`src/rtl/sample_sequencer.sv`:
```
// -----------------------------------------------------------------------------
// sample_sequencer
//   Chooses the 16-bit sample presented to the delta-sigma PW modulator.
//   FIFO mode (src_sel=0): host samples are queued in a small FIFO and one is
//   released every (rate_div+1) modulator pulses. Triangle mode (src_sel=1):
//   triangle-generator updates pass straight through to u_out.
//
// Ports
//   clk, reset        clock, synchronous active-high reset
//   enable            sequencing active (divider runs, triangle grants allowed)
//   src_sel           0 = FIFO source, 1 = triangle source
//   pulse_done        one strobe per modulator PWM pulse
//   rate_div          release period minus one, in pulses
//   wr_valid/wr_data  host push request and sample
//   wr_ready          push accepted on wr_valid && wr_ready
//   flush             empty the FIFO
//   tri_valid/data    triangle update offer
//   tri_ready         triangle update consumed on tri_valid && tri_ready
//   u_out, u_load     current modulator sample, one-cycle strobe when it changes
//   fifo_level        entries held (0..depth)
//   underrun          sticky: a release tick found the FIFO empty
//   underrun_clr      clear underrun (a simultaneous set wins)
//
// Handshakes: a transfer happens on the clock edge where valid && ready are both
// high; ready never depends on valid, and valid may be held across cycles.
// -----------------------------------------------------------------------------
module sample_sequencer #(
   parameter int SAMPLE_BITS = 16,
   parameter int DEPTH_LOG2  = 2,
   parameter int DIV_BITS    = 8
) (
   input  logic                   clk,
   input  logic                   reset,
   input  logic                   enable,
   input  logic                   src_sel,
   input  logic                   pulse_done,
   input  logic [DIV_BITS-1:0]    rate_div,
   input  logic                   wr_valid,
   input  logic [SAMPLE_BITS-1:0] wr_data,
   output logic                   wr_ready,
   input  logic                   flush,
   input  logic                   tri_valid,
   input  logic [SAMPLE_BITS-1:0] tri_data,
   output logic                   tri_ready,
   output logic [SAMPLE_BITS-1:0] u_out,
   output logic                   u_load,
   output logic [DEPTH_LOG2:0]    fifo_level,
   output logic                   underrun,
   input  logic                   underrun_clr
);

   localparam int DEPTH = 1 << DEPTH_LOG2;
   localparam logic [DEPTH_LOG2:0]    FULL_LEVEL = (DEPTH_LOG2+1)'(DEPTH);
   localparam logic [DEPTH_LOG2:0]    LVL_ONE    = (DEPTH_LOG2+1)'(1);
   localparam logic [DEPTH_LOG2-1:0]  PTR_ONE    = DEPTH_LOG2'(1);
   localparam logic [DIV_BITS-1:0]    CNT_ONE    = DIV_BITS'(1);
   localparam logic [SAMPLE_BITS-1:0] MIDSCALE   = {1'b1, {(SAMPLE_BITS-1){1'b0}}};

   logic [DIV_BITS-1:0]    r_cnt;
   logic [SAMPLE_BITS-1:0] r_mem [DEPTH];
   logic [DEPTH_LOG2-1:0]  r_wr_ptr;
   logic [DEPTH_LOG2-1:0]  r_rd_ptr;
   logic [DEPTH_LOG2:0]    r_level;
   logic [SAMPLE_BITS-1:0] r_u_out;
   logic                   r_u_load;
   logic                   r_underrun;

   logic                   w_full;
   logic                   w_empty;
   logic                   w_tick;
   logic                   w_push;
   logic                   w_pop;
   logic                   w_tri_take;
   logic                   w_underrun_set;
   logic                   w_load;
   logic [SAMPLE_BITS-1:0] w_load_data;

   assign w_full  = (r_level == FULL_LEVEL);
   assign w_empty = (r_level == '0);

   // >= rather than == so that lowering rate_div below the running count
   // releases on the very next pulse instead of waiting for a wrap.
   assign w_tick = enable && pulse_done && (r_cnt >= rate_div);

   assign wr_ready  = !w_full && !flush;
   assign tri_ready = src_sel && enable;

   assign w_push         = wr_valid && wr_ready;
   assign w_pop          = w_tick && !src_sel && !w_empty && !flush;
   assign w_underrun_set = w_tick && !src_sel && w_empty;
   assign w_tri_take     = tri_valid && tri_ready;

   // src_sel makes pop and triangle take mutually exclusive.
   always_comb begin
      w_load      = 1'b0;
      w_load_data = r_u_out;
      if (w_pop) begin
         w_load      = 1'b1;
         w_load_data = r_mem[r_rd_ptr];
      end else if (w_tri_take) begin
         w_load      = 1'b1;
         w_load_data = tri_data;
      end
   end

   // Pulse divider: counts pulses while enabled, restarts on each tick.
   always_ff @(posedge clk) begin
      if (reset || !enable) begin
         r_cnt <= '0;
      end else if (pulse_done) begin
         if (w_tick) r_cnt <= '0;
         else        r_cnt <= r_cnt + CNT_ONE;
      end
   end

   // Storage needs no reset; the level/pointers decide what is valid.
   always_ff @(posedge clk) begin
      if (w_push) r_mem[r_wr_ptr] <= wr_data;
   end

   always_ff @(posedge clk) begin
      if (reset || flush) begin
         r_wr_ptr <= '0;
         r_rd_ptr <= '0;
         r_level  <= '0;
      end else begin
         if (w_push) r_wr_ptr <= r_wr_ptr + PTR_ONE;
         if (w_pop)  r_rd_ptr <= r_rd_ptr + PTR_ONE;
         if (w_push && !w_pop)      r_level <= r_level + LVL_ONE;
         else if (w_pop && !w_push) r_level <= r_level - LVL_ONE;
      end
   end

   always_ff @(posedge clk) begin
      if (reset) begin
         r_u_out  <= MIDSCALE;
         r_u_load <= 1'b0;
      end else begin
         r_u_out  <= w_load_data;
         r_u_load <= w_load;
      end
   end

   always_ff @(posedge clk) begin
      if (reset)               r_underrun <= 1'b0;
      else if (w_underrun_set) r_underrun <= 1'b1;
      else if (underrun_clr)   r_underrun <= 1'b0;
   end

   assign u_out      = r_u_out;
   assign u_load     = r_u_load;
   assign fifo_level = r_level;
   assign underrun   = r_underrun;

endmodule
```
`config.mk`:
```
export PLATFORM = sky130hd
export DESIGN_NAME = sample_sequencer
export DESIGN_NICKNAME = d
export VERILOG_FILES = /design/src/rtl/sample_sequencer.sv
export SDC_FILE = /design/constraint.sdc
export NUM_CORES = 1
export LEC_CHECK = 0
export BUFFER_PORTS_ARGS = -buffer_cell sky130_fd_sc_hd__clkbuf_2
export CAP_MARGIN = 40
export CORE_AREA = 2 2 110 112
export CTS_BUF_LIST = sky130_fd_sc_hd__clkbuf_4 sky130_fd_sc_hd__clkbuf_8
export CTS_CLUSTER_SIZE = 10
export DETAILED_ROUTE_END_ITERATION = 6
export DIE_AREA = 0 0 112 114
export PLACE_DENSITY = 0.58
export SYNTH_ARGS = -nofsm -noshare
export SYNTH_HDL_FRONTEND = slang
export SYNTH_SLANG_ARGS = --single-unit
```
`constraint.sdc`:
```
create_clock -name clk -period 7.7 [get_ports clk]
set_input_delay 0.385 -clock clk [delete_from_list [all_inputs] [get_ports clk]]
set_output_delay 0.385 -clock clk [all_outputs]
set_load 0.05 [all_outputs]
```
=== Yosys cells after proc, flatten, opt, wreduce, memory -nomap -nowiden ===
Memories as Yosys holds them, arrays and structs flattened. A register that Yosys moved wholly into a read port is not among the register bits.
Index checks and enable logic that the tools add are counted.

* $add $sub $neg: 5
* Order comparisons: 1
* Equal/unequal tests: 1
* Mux-type cells: 13
* Reduce and logical (&&, ||, !) cells: 25

{| class="wikitable"
|+ Operator list
! cell !! count
|-
| two-way mux 16 bit || 2
|-
| logical AND 1 bit || 12
|-
| adder 8 x 1 -> 8 bit, second input constant || 1
|-
| >= comparator 8 bit || 1
|-
| two-way mux 8 bit || 1
|-
| zero test 1 bit || 7
|-
| two-way mux 1 bit || 6
|-
| two-way mux 3 bit || 2
|-
| nonzero test 2 bit || 3
|-
| adder 2 x 1 -> 2 bit, second input constant || 2
|-
| two-way mux 2 bit || 2
|-
| adder 3 x 1 -> 3 bit, second input constant || 1
|-
| equality test 3 bit, second input constant || 1
|-
| zero test 3 bit || 1
|-
| subtractor 3 x 1 -> 3 bit, second input constant || 1
|-
| logical OR 1 bit || 2
|}

* Bits in registers: 33
* Bits in writable memories: 64
* Input port bits: 49
* Logic and storage cells: 53
* Memories kept: 1

{| class="wikitable"
|+ Memories
! name !! depth !! width !! read ports !! clocked after memory_dff !! write ports !! line !! source
|-
| r_mem || 4 || 16 || 1 || 1 || 1 || 60 || <nowiki>logic [SAMPLE_BITS-1:0] r_mem [DEPTH];</nowiki>
|}

=== Depth between registers and ports, before layout ===
Gate-level depths: netlist of the first run.

* Word-level depth: 8
* Depth in mapped cells: 13

=== Least setup slack after synthesis of the first run ===
Ideal clock, no wire load.

* Path kind: flip-flop to flip-flop
* Start: reg r_level[0] (netlist: fifo_level[0])
* End: reg r_level[2] (netlist: fifo_level[2])
* Data arrival time: 3.320 ns
* Setup slack: 4.310 ns
* Cell stages (with the launch flop): 11
* Clock period less this slack: 3.390 ns
* Cell sequence: dfxtp_1 > nor2_1 > a21oi_1 > and2_1 > clkbuf_1 > ha_1 > inv_1 > fa_1 > xor2_1 > or3_1 > a21oi_1

* Longest elaborated chain between the ends: 7
* Elaborated cells on any way between the ends: 17
* Those cells by class: 2 x add/sub; 1 x eq/ne; 2 x mux; 12 x reduce/logical

{| class="wikitable"
|+ Ends and longest elaborated chain
! what !! line !! source
|-
| start: declaration || 63 || <nowiki>logic [DEPTH_LOG2:0] r_level;</nowiki>
|-
| start signal: assignment || 129 || <nowiki>if (w_push && !w_pop) r_level <= r_level + LVL_ONE;</nowiki>
|-
| start signal: assignment || 130 || <nowiki>else if (w_pop && !w_push) r_level <= r_level - LVL_ONE;</nowiki>
|-
| equality test 3 bit (*) || 78 || <nowiki>assign w_full = (r_level == FULL_LEVEL);</nowiki>
|-
| zero test 1 bit (*) || 85 || <nowiki>assign wr_ready = !w_full && !flush;</nowiki>
|-
| logical AND 1 bit (*) || 85 ||
|-
| net wr_ready || 40 || <nowiki>output logic wr_ready,</nowiki>
|-
| logical AND 1 bit (*) || 88 || <nowiki>assign w_push = wr_valid && wr_ready;</nowiki>
|-
| net w_push || 71 || <nowiki>logic w_push;</nowiki>
|-
| zero test 1 bit || 130 ||
|-
| logical AND 1 bit || 130 ||
|-
| nonzero test 2 bit (no source line) || n/a ||
|}

The timed path passes the listed nets; every way through them passes the cells marked *. The select of a mux whose other input is x is not followed.
A chain may end at the register's enable or synchronous reset.

=== Worst setup path after layout of the first run ===
* Start: reg r_cnt[0]
* End: reg r_level[2] (netlist: fifo_level[2])

* Longest elaborated chain between the ends: 8
* Elaborated cells on any way between the ends: 10
* Those cells by class: 1 x order compare; 1 x mux; 8 x reduce/logical

{| class="wikitable"
|+ Ends and longest elaborated chain
! what !! line !! source
|-
| start: declaration || 59 || <nowiki>logic [DIV_BITS-1:0] r_cnt;</nowiki>
|-
| start signal: assignment || 112 || <nowiki>else r_cnt <= r_cnt + CNT_ONE;</nowiki>
|-
| >= comparator 8 bit (*) || 83 || <nowiki>assign w_tick = enable && pulse_done && (r_cnt >= rate_div);</nowiki>
|-
| logical AND 1 bit (*) || 83 ||
|-
| logical AND 1 bit (*) (3 in a row) || 89 || <nowiki>assign w_pop = w_tick && !src_sel && !w_empty && !flush;</nowiki>
|-
| zero test 1 bit || 129 ||
|-
| logical AND 1 bit || 129 ||
|-
| two-way mux 3 bit / nonzero test 2 bit (equally long branches) || n/a ||
|}

Every way passes the cells marked *; elsewhere a longest branch is shown, timed or not.

==> results.py, run 1 <==
metrics = {
    "status": {
        "run_status": "finished clean",
    },
    "yosys": {
        "yosysUniqueCellTypes": 45,
        "synthArstFlopShare": 0,
        "seq_area_frac_synth": 0.628,
        "synthTopCellsByArea": "edfxtp_1 46%, dfxtp_1 17%, mux4_2 8.6%",
        "yosys.area.top_type_share": 0.460,
        "ys_warn_count": 0,
        "synth_edf_count": 64,
        "synth-seq-cells": 99,
        "syn_avg_cell_area_um2": 14.7,
        "synth_flop_cell": "edfxtp_1",
        "synth_most_common_cell": "edfxtp_1",
        "yosysTopAreaCell": "edfxtp_1",
        "syn-num-nets": 349,
        "synth_common_cells": "64 x edfxtp_1, 35 x dfxtp_1, 18 x mux2i_1, 18 x nor3_1, 16 x mux4_2",
        "synth_area_mm2": 0.00418,
        "synthCells": 285,
    },
    "critical_path": {
        "path_class": "flop to flop",
        "critPathSlowestCell": "dfxtp_1",
        "critPathArrivalTime_ns": 3.42,
        "worstSetupStartpointType": "flop",
        "r2r_slack_ns": 4.58,
        "worstReg2RegEnd": "fifo_level[2]",
        "cp_top_family": "adder cells",
        "cp_max_fo": 17,
        "critical_path_required_ns": 8.00,
        "crit_chain": "inv_1 -> ha_1 -> nand2b_4 -> a2111oi_4 -> o31ai_2 -> nand2_2 -> ha_1 -> inv_1 -> fa_1 -> xor2_1 -> or3_1 -> a21oi_1",
        "slowest_delay_ns": 0.39,
        "crit_buf_inv": 2,
        "worstReg2RegStart": "r_cnt[0]",
        "reg2regPathDepth": 12,
        "end_kind": "flop",
    },
    "timing": {
        "worstMarginPinSlew_ns": 0.813,
        "fin_crit_ns": 3.12,
        "tns_ns": 0,
        "skew_ns": 0.0105,
        "rsz0062_at_grt": "no",
        "slew-limit-headroom": 0.457,
        "hold_viol": 0,
        "fmax_mhz": 320,
        "finalCritPeriodShare": 0.405,
        "finalSetupViolations": 0,
        "drv_slew": 0,
    },
    "final_layout": {
        "post-route-util": 0.419,
        "drive_gt1_frac": 0.321,
        "nets": 423,
        "fillCellCount": 1096,
        "multi_input_area_mm2": 0.00144,
        "area_growth_pct": 17.3,
        "ff_latch_area_mm2": 0.00262,
        "antenna_cells": 0,
    },
    "route": {
        "dr.pass1.iters": 4,
        "drc": 0,
        "vias": 2537,
        "drt_wl_total_um": 8420,
        "drtIter0Drc": 99,
        "viasPerCell": 4.96,
        "antenna_left": 0,
        "avgRoutedWirePerCell_um": 16.5,
    },
    "grt": {
        "grtUsageTotal": 0.138,
        "grt_pass1_wl_um": 13500,
        "grt_overflow_total": 0,
        "antenna_found_initial": 0,
        "grt_pass1_vias": 2578,
        "grt_max_degree": 23,
    },
    "placed_design": {
        "dp_hpwl_um": 6060,
        "port_buffers": 71,
        "finalWeightedCongestion": 0.754,
    },
    "clock_network": {
        "cts_tree": "built",
        "clk_path_buf_depth": 2,
        "clkTransAtPathRegs_ns": 0.09,
        "cts_htree_levels": 3,
        "numCtsBuffers": 9,
        "clock_latency_ns": 0.36,
        "post_cts_buffers": 0,
        "cts-hold-fix-buffers": 0,
        "post_cts_resize_count": 0,
        "cts_num_sinks": 99,
        "clockRootBuffer": "clkbuf_8",
    },
    "floorplanning": {
        "core_mm2": 0.0117,
        "die_x_um": 112,
        "start_util": 0.357,
        "die-area_mm2": 0.0128,
        "placementRows": 40,
        "pin_count": 72,
        "die_y_um": 114,
    },
    "hold_path": {
        "hp-start": "wr_data[3]",
        "whs_endpoint": "r_mem[3][3]",
        "hp-class": "input pin to flop",
        "whs_path_depth": 1,
    },
    "power_and_ir_drop": {
        "p_leak_uw": 0.00188,
        "pwr_density_cell_mw_per_mm2": 199,
        "ir_worst_vdd_mv": 0.0881,
    },
    "job": {
        "max_cap_violations": 0,
    },
}
[placed cells by master (no fill, tap or decap), drive strengths merged, types with 3 or more instances in the layout]
master,n
a211oi,15
a21oi,9
and2,3
and3,6
buf,5
clkbuf,82
dfxtp,35
edfxtp,64
ha,14
inv,13
mux2i,18
mux4,16
nand2,9
nand3,6
nor2,13
nor3,18
xor2,5
[flip-flops by register name, indices dropped and copies added, names as in the netlist, named ones only]
register	count
r_mem	64
u_load	1
r_cnt	8
underrun	1
r_rd_ptr	2
r_wr_ptr	2
fifo_level	3
u_out	16
[logic make-up after synthesis]
logic type	Yosys count	share of synthesized area
AO/OA/AOI/OAI	35	0.0626
buffers and inverters	26	0.0290
adder cells (fa/ha/maj)	15	0.0467
XOR/XNOR	7	0.0147
multiplexers	35	0.132
flip-flops	99	0.628
AND/OR/NAND/NOR	68	0.0874
[layout make-up]
type / instances / share of cell area
Sequential cell: 99 / 0.535
Inverter: 13 / 0.00995
Clock inverter: 5 / 0.0110
Clock buffer: 11 / 0.0283
Multi-Input combinational cell: 160 / 0.293
Tap cell: 147 / 0.0375
Timing Repair Buffer: 76 / 0.0855
[per-stage QoR]
stage	std cells	hold WS, ns	area (µm²)	setup WS (ns)	power (µW)
5_1_grt	511	0.225	4900	4.37	1010
6_report	511	0.239	4900	4.58	977
3_5_place_dp	495	0.494	4710	4.54	663
4_1_cts	511	0.229	4900	4.55	988
3_3_place_gp	491	0.500	4650	4.63	660
2_1_floorplan	285	0.479	4180	4.31	634
[layer usage]
metal / vias up / global-route usage / wire length (µm)
met3: 13 / 0.0351 / 358
li1: 1229 / - / -
met1: 1247 / 0.171 / 3590
met4: 0 / 0.0537 / 184
met2: 48 / 0.235 / 4290
met5: - / 0 / 0
[power by group]
group,internal (µW),switching (µW),total [µW]
clock network,156,171,327
logic,28.3,44.1,72.5
registers,573,4.27,578
[worst reg2reg max path: stages, from the launching register on]
cell	delay [ns]
dfxtp_1	0.39
inv_1	0.08
ha_1	0.27
nand2b_4	0.15
a2111oi_4	0.38
o31ai_2	0.19
nand2_2	0.31
ha_1	0.25
inv_1	0.06
fa_1	0.37
xor2_1	0.18
or3_1	0.31
a21oi_1	0.13
[how the worst max path moves through the flow]
stage | start | endpoint | slack [ns] | cells past startpoint
floorplan | fifo_level[0] | fifo_level[2] | 4.31 | 10
global placement | rate_div[0] | fifo_level[2] | 4.63 | 12
detailed placement | rate_div[0] | fifo_level[2] | 4.54 | 12
CTS | r_cnt[0] | fifo_level[2] | 4.55 | 12
global route | r_cnt[0] | fifo_level[2] | 4.37 | 12
finish | r_cnt[0] | fifo_level[2] | 4.58 | 12
Power figures use the tool's default switching activity.
==> run 2: changes to the inputs <==
clock period = 3.1 ns   (was 7.7 ns; I/O delays follow)
==> results.py, run 2 (synthesized netlist as in run 1, its figures left out) <==
metrics = {
    "clock_network": {
        "cts_num_sinks": 99,
        "clock_latency_ns": 0.36,
        "post_cts_resize_count": 0,
        "numCtsBuffers": 9,
        "clk_path_buf_depth": 2,
        "clockRootBuffer": "clkbuf_8",
        "cts_htree_levels": 3,
        "cts_tree": "built",
        "post_cts_buffers": 0,
        "clkTransAtPathRegs_ns": 0.10,
        "cts-hold-fix-buffers": 7,
    },
    "floorplanning": {
        "start_util": 0.357,
        "core_mm2": 0.0117,
        "die_y_um": 114,
        "die-area_mm2": 0.0128,
        "placementRows": 40,
        "die_x_um": 112,
        "pin_count": 72,
    },
    "critical_path": {
        "end_kind": "flop",
        "path_class": "flop to flop",
        "cp-endpoint": "fifo_level[2]",
        "worstReg2RegEnd": "fifo_level[2]",
        "cp_max_fo": 6,
        "worstReg2RegStart": "r_cnt[0]",
        "critical_path_required_ns": 3.40,
        "r2r_slack_ns": 0.26,
        "reg2regPathDepth": 12,
        "setup.worst_path.start": "r_cnt[0]",
        "critPathArrivalTime_ns": 3.14,
        "worstSetupStartpointType": "flop",
    },
    "power_and_ir_drop": {
        "p_leak_uw": 0.00192,
        "pwr_density_cell_mw_per_mm2": 485,
        "ir_worst_vdd_mv": 0.251,
    },
    "placed_design": {
        "dp_hpwl_um": 5830,
        "dp.cells": 497,
        "port_buffers": 71,
        "place_area_mm2": 0.00470,
        "finalWeightedCongestion": 0.769,
    },
    "route": {
        "routed-wl-met3_um": 309,
        "drc": 0,
        "drt_wl_total_um": 8420,
        "wl_met1_um": 3720,
        "drtIter0Drc": 128,
        "antenna_left": 0,
        "dr.pass1.iters": 5,
        "avgRoutedWirePerCell_um": 16.2,
        "dr.max_layer_used": "met4",
        "wl_met2_um": 4240,
        "vias": 2583,
        "viasPerCell": 4.97,
    },
    "final_layout": {
        "layout_common_cells": "71 x clkbuf_2, 64 x edfxtp_1, 35 x dfxtp_1",
        "top_register": "r_mem",
        "drive_gt1_frac": 0.324,
        "largest_register_ffs": 64,
        "finalInstanceArea_mm2": 0.00496,
        "nets": 432,
        "area_growth_pct": 18.7,
        "antenna_cells": 0,
        "mostFrequentLayoutCell": "clkbuf_2",
        "fillCellCount": 1127,
        "instances_no_fill": 520,
    },
    "timing": {
        "worstMarginPinSlew_ns": 0.723,
        "drv_slew": 0,
        "skew_ns": 0.00730,
        "hold_viol": 0,
        "finalCritPeriodShare": 0.916,
        "rsz0062_at_grt": "no",
        "finalSetupViolations": 0,
        "fmax_mhz": 352,
        "slew-limit-headroom": 0.517,
        "fin_crit_ns": 2.84,
        "tns_ns": 0,
    },
    "grt": {
        "grt_max_degree": 23,
        "antenna_found_initial": 0,
        "grt_overflow_total": 0,
        "grt_pass1_vias": 2587,
        "grt_pass1_wl_um": 13300,
        "grtUsageTotal": 0.137,
    },
    "job": {
        "max_cap_violations": 0,
    },
    "status": {
        "run_status": "finished clean",
    },
    "hold_path": {
        "hp-class": "input pin to flop",
    },
}
==> run 2: cell type report <==
cell class / count / area [µm²] / area share
inverter: 13 / 48.8 / 0.00983
clock buffer: 9 / 124 / 0.0250
multi-input combinational: 160 / 1440 / 0.290
sequential: 99 / 2620 / 0.528
clock inverter: 7 / 66.3 / 0.0134
timing repair buffer: 85 / 478 / 0.0963
tap: 147 / 184 / 0.0371
==> run 2: where the power goes <==
group | total [µW] | leakage, µW | internal [µW] | switching [µW]
registers | 1430 | 0.000865 | 1420 | 10.1
clock network | 786 | 0.0000982 | 313 | 474
logic | 185 | 0.000958 | 75.6 | 110
==> run 2: worst min path at each step <==
stage,from,slack (ns),to,depth (start not counted)
finish,wr_data[13],0.01,r_mem[3][13],1
CTS,wr_data[4],0.0009,r_mem[2][4],1
floorplan,wr_data[0],0.25,r_mem[0][0],0
global route,wr_data[1],0.01,r_mem[0][1],1
global placement,wr_data[12],0.37,r_mem[2][12],1
detailed placement,wr_data[6],0.38,r_mem[3][6],1
==> run 2: critical path, cell delays in order (launching register included) <==
cell and delay, ns:
dfxtp_1 0.40, inv_1 0.08, ha_1 0.27, nand2b_4 0.15, a2111oi_4 0.38, o31ai_2 0.19, nand2_2 0.11, ha_1 0.17
inv_1 0.06, fa_1 0.37, xor2_1 0.17, or3_1 0.30, a21oi_1 0.13
==> run 2: per-stage QoR <==
stage,setup slack [ns],hold slack (ns),util,total power [µW]
global placement,0.340,0.374,0.401,1640
detailed placement,0.254,0.382,0.401,1650
CTS,0.244,0.000895,0.424,2440
floorplan,0.0598,0.254,-,1580
global route,0.0876,0.0134,0.424,2490
finish,0.261,0.0133,0.424,2410
==> run 2: per-layer routing <==
metal | up-vias | track usage
met5 | - | 0
met4 | 0 | 0.0585
met3 | 12 | 0.0239
met2 | 56 | 0.238
met1 | 1261 | 0.171
li1 | 1254 | -
==> run 3: changes to the inputs <==
CORE_AREA = 2 2 105 117   (was 2 2 110 112)
DIE_AREA = 0 0 107 119   (was 0 0 112 114)
==> results.py, run 3 (synthesized netlist as in run 1, its figures left out) <==
metrics = {
    "grt": {
        "grt_overflow_total": 0,
        "grtUsageTotal": 0.142,
        "grt_pass1_vias": 2627,
        "grt_max_degree": 23,
        "grt_pass1_wl_um": 13500,
        "antenna_found_initial": 0,
    },
    "route": {
        "drtIter0Drc": 97,
        "dr.pass1.iters": 4,
        "avgRoutedWirePerCell_um": 16.3,
        "viasPerCell": 4.93,
        "drt_wl_total_um": 8560,
        "vias": 2584,
        "drc": 0,
        "antenna_left": 0,
    },
    "timing": {
        "fmax_mhz": 348,
        "finalSetupViolations": 0,
        "slew-limit-headroom": 0.548,
        "skew_ns": 0.00766,
        "tns_ns": 0,
        "worstMarginPinSlew_ns": 0.676,
        "drv_slew": 0,
        "rsz0062_at_grt": "no",
        "finalCritPeriodShare": 0.927,
        "hold_viol": 0,
        "fin_crit_ns": 2.87,
        "layout_setup_ws_ns": 0.228,
    },
    "placed_design": {
        "finalWeightedCongestion": 0.807,
        "pre_cts_slack_ns": 0.262,
        "port_buffers": 71,
        "place_area_mm2": 0.00471,
        "dp_hpwl_um": 5810,
    },
    "floorplanning": {
        "placementRows": 42,
        "die_y_um": 119,
        "pin_count": 72,
        "die_x_um": 107,
        "core_mm2": 0.0117,
        "start_util": 0.357,
        "die-area_mm2": 0.0127,
    },
    "final_layout": {
        "mostFrequentLayoutCell": "clkbuf_2",
        "antenna_cells": 0,
        "drive_gt1_frac": 0.324,
        "nets": 429,
        "finalInstanceArea_mm2": 0.00495,
        "area_growth_pct": 18.4,
        "top_register": "r_mem",
        "layout_common_cells": "71 x clkbuf_2, 64 x edfxtp_1, 35 x dfxtp_1",
        "largest_register_ffs": 64,
        "fillCellCount": 1101,
    },
    "critical_path": {
        "crit_buf_inv": 2,
        "cp_top_family": "adder cells",
        "cp_max_fo": 6,
        "end_kind": "flop",
        "crit_chain": "inv_1 -> ha_1 -> nand2b_4 -> a2111oi_4 -> o31ai_2 -> nand2_2 -> ha_1 -> inv_1 -> fa_1 -> xor2_1 -> or3_1 -> a21oi_1",
        "critPathArrivalTime_ns": 3.16,
        "critPathSlowestCell": "dfxtp_1",
        "slowest_delay_ns": 0.41,
        "critical_path_required_ns": 3.39,
        "path_class": "flop to flop",
        "worstSetupStartpointType": "flop",
    },
    "clock_network": {
        "clkTransAtPathRegs_ns": 0.10,
        "clock_latency_ns": 0.36,
        "clk_path_buf_depth": 2,
        "clockRootBuffer": "clkbuf_8",
        "numCtsBuffers": 9,
        "cts_num_sinks": 99,
        "post_cts_resize_count": 0,
        "cts_htree_levels": 3,
        "cts_tree": "built",
    },
    "power_and_ir_drop": {
        "seqPwrFrac": 0.586,
        "pwr_density_cell_mw_per_mm2": 495,
        "netSwitchingPower_uw": 572,
        "p_comb_frac": 0.075,
        "switching_share": 0.234,
        "pwr-share-clk": 0.339,
        "ir_worst_vdd_mv": 0.253,
        "p_total_uw": 2450,
        "p_int_uw": 1880,
        "p_leak_uw": 0.00191,
    },
    "job": {
        "max_cap_violations": 0,
    },
    "hold_path": {
        "hp-class": "input pin to flop",
    },
    "status": {
        "run_status": "finished clean",
    },
}
[run 3: final timing paths]
check	from	end	slack, ns	depth (start not counted)
worst max register to register	r_cnt[0]	fifo_level[2]	0.23	12
worst min-delay path	wr_data[7]	r_mem[2][7]	0.02	1
worst max-delay path	r_cnt[0]	fifo_level[2]	0.23	12
worst min register to register	underrun	underrun	0.48	2
[run 3: layer usage]
metal / vias up / GRT usage / part of all wire
li1: 1250 / - / -
met1: 1258 / 0.180 / 0.45
met2: 61 / 0.227 / 0.48
met3: 15 / 0.0367 / 0.049
met4: 0 / 0.0625 / 0.019
met5: - / 0 / 0
[run 3: cell type report]
type,count,area (µm²),area share
flip-flops and latches,99,2620,0.530
multi-input cells,160,1440,0.291
repair buffers,82,448,0.0905
well taps,154,193,0.0389
clock buffers,9,124,0.0250
clock inverters,7,72.6,0.0147
inverters,13,48.8,0.00986
[run 3: worst reg2reg max path, stage by stage, from the launching register on]
cell and delay [ns]:
dfxtp_1 0.41, inv_1 0.08, ha_1 0.27, nand2b_4 0.14
a2111oi_4 0.38, o31ai_2 0.18, nand2_2 0.11, ha_1 0.18
inv_1 0.06, fa_1 0.37, xor2_1 0.18, or3_1 0.30
a21oi_1 0.14
[run 3: what timing repair did]
item | CTS | global route
hold buffers | 4 | 0
endpoints found under the hold margin | 15 | 0
buffers inserted | 0 | 0
[run 3: metrics by stage]
stage | hold slack (ns) | instances | utilization
6_report | 0.0180 | 524 | 0.422
3_3_place_gp | 0.372 | 504 | 0.402
4_1_cts | 0.000401 | 524 | 0.422
5_1_grt | 0.00782 | 524 | 0.422
2_1_floorplan | 0.254 | 285 | -
3_5_place_dp | 0.384 | 504 | 0.402
[run 3: power groups by stage]
stage          Clock (µW)  Combinational (µW)  Sequential [µW]
3_5_place_dp            0                 181             1470
3_3_place_gp            0                 177             1460
6_report              829                 183             1430
5_1_grt               900                 199             1440
4_1_cts               861                 186             1440
2_1_floorplan           0                81.9             1490
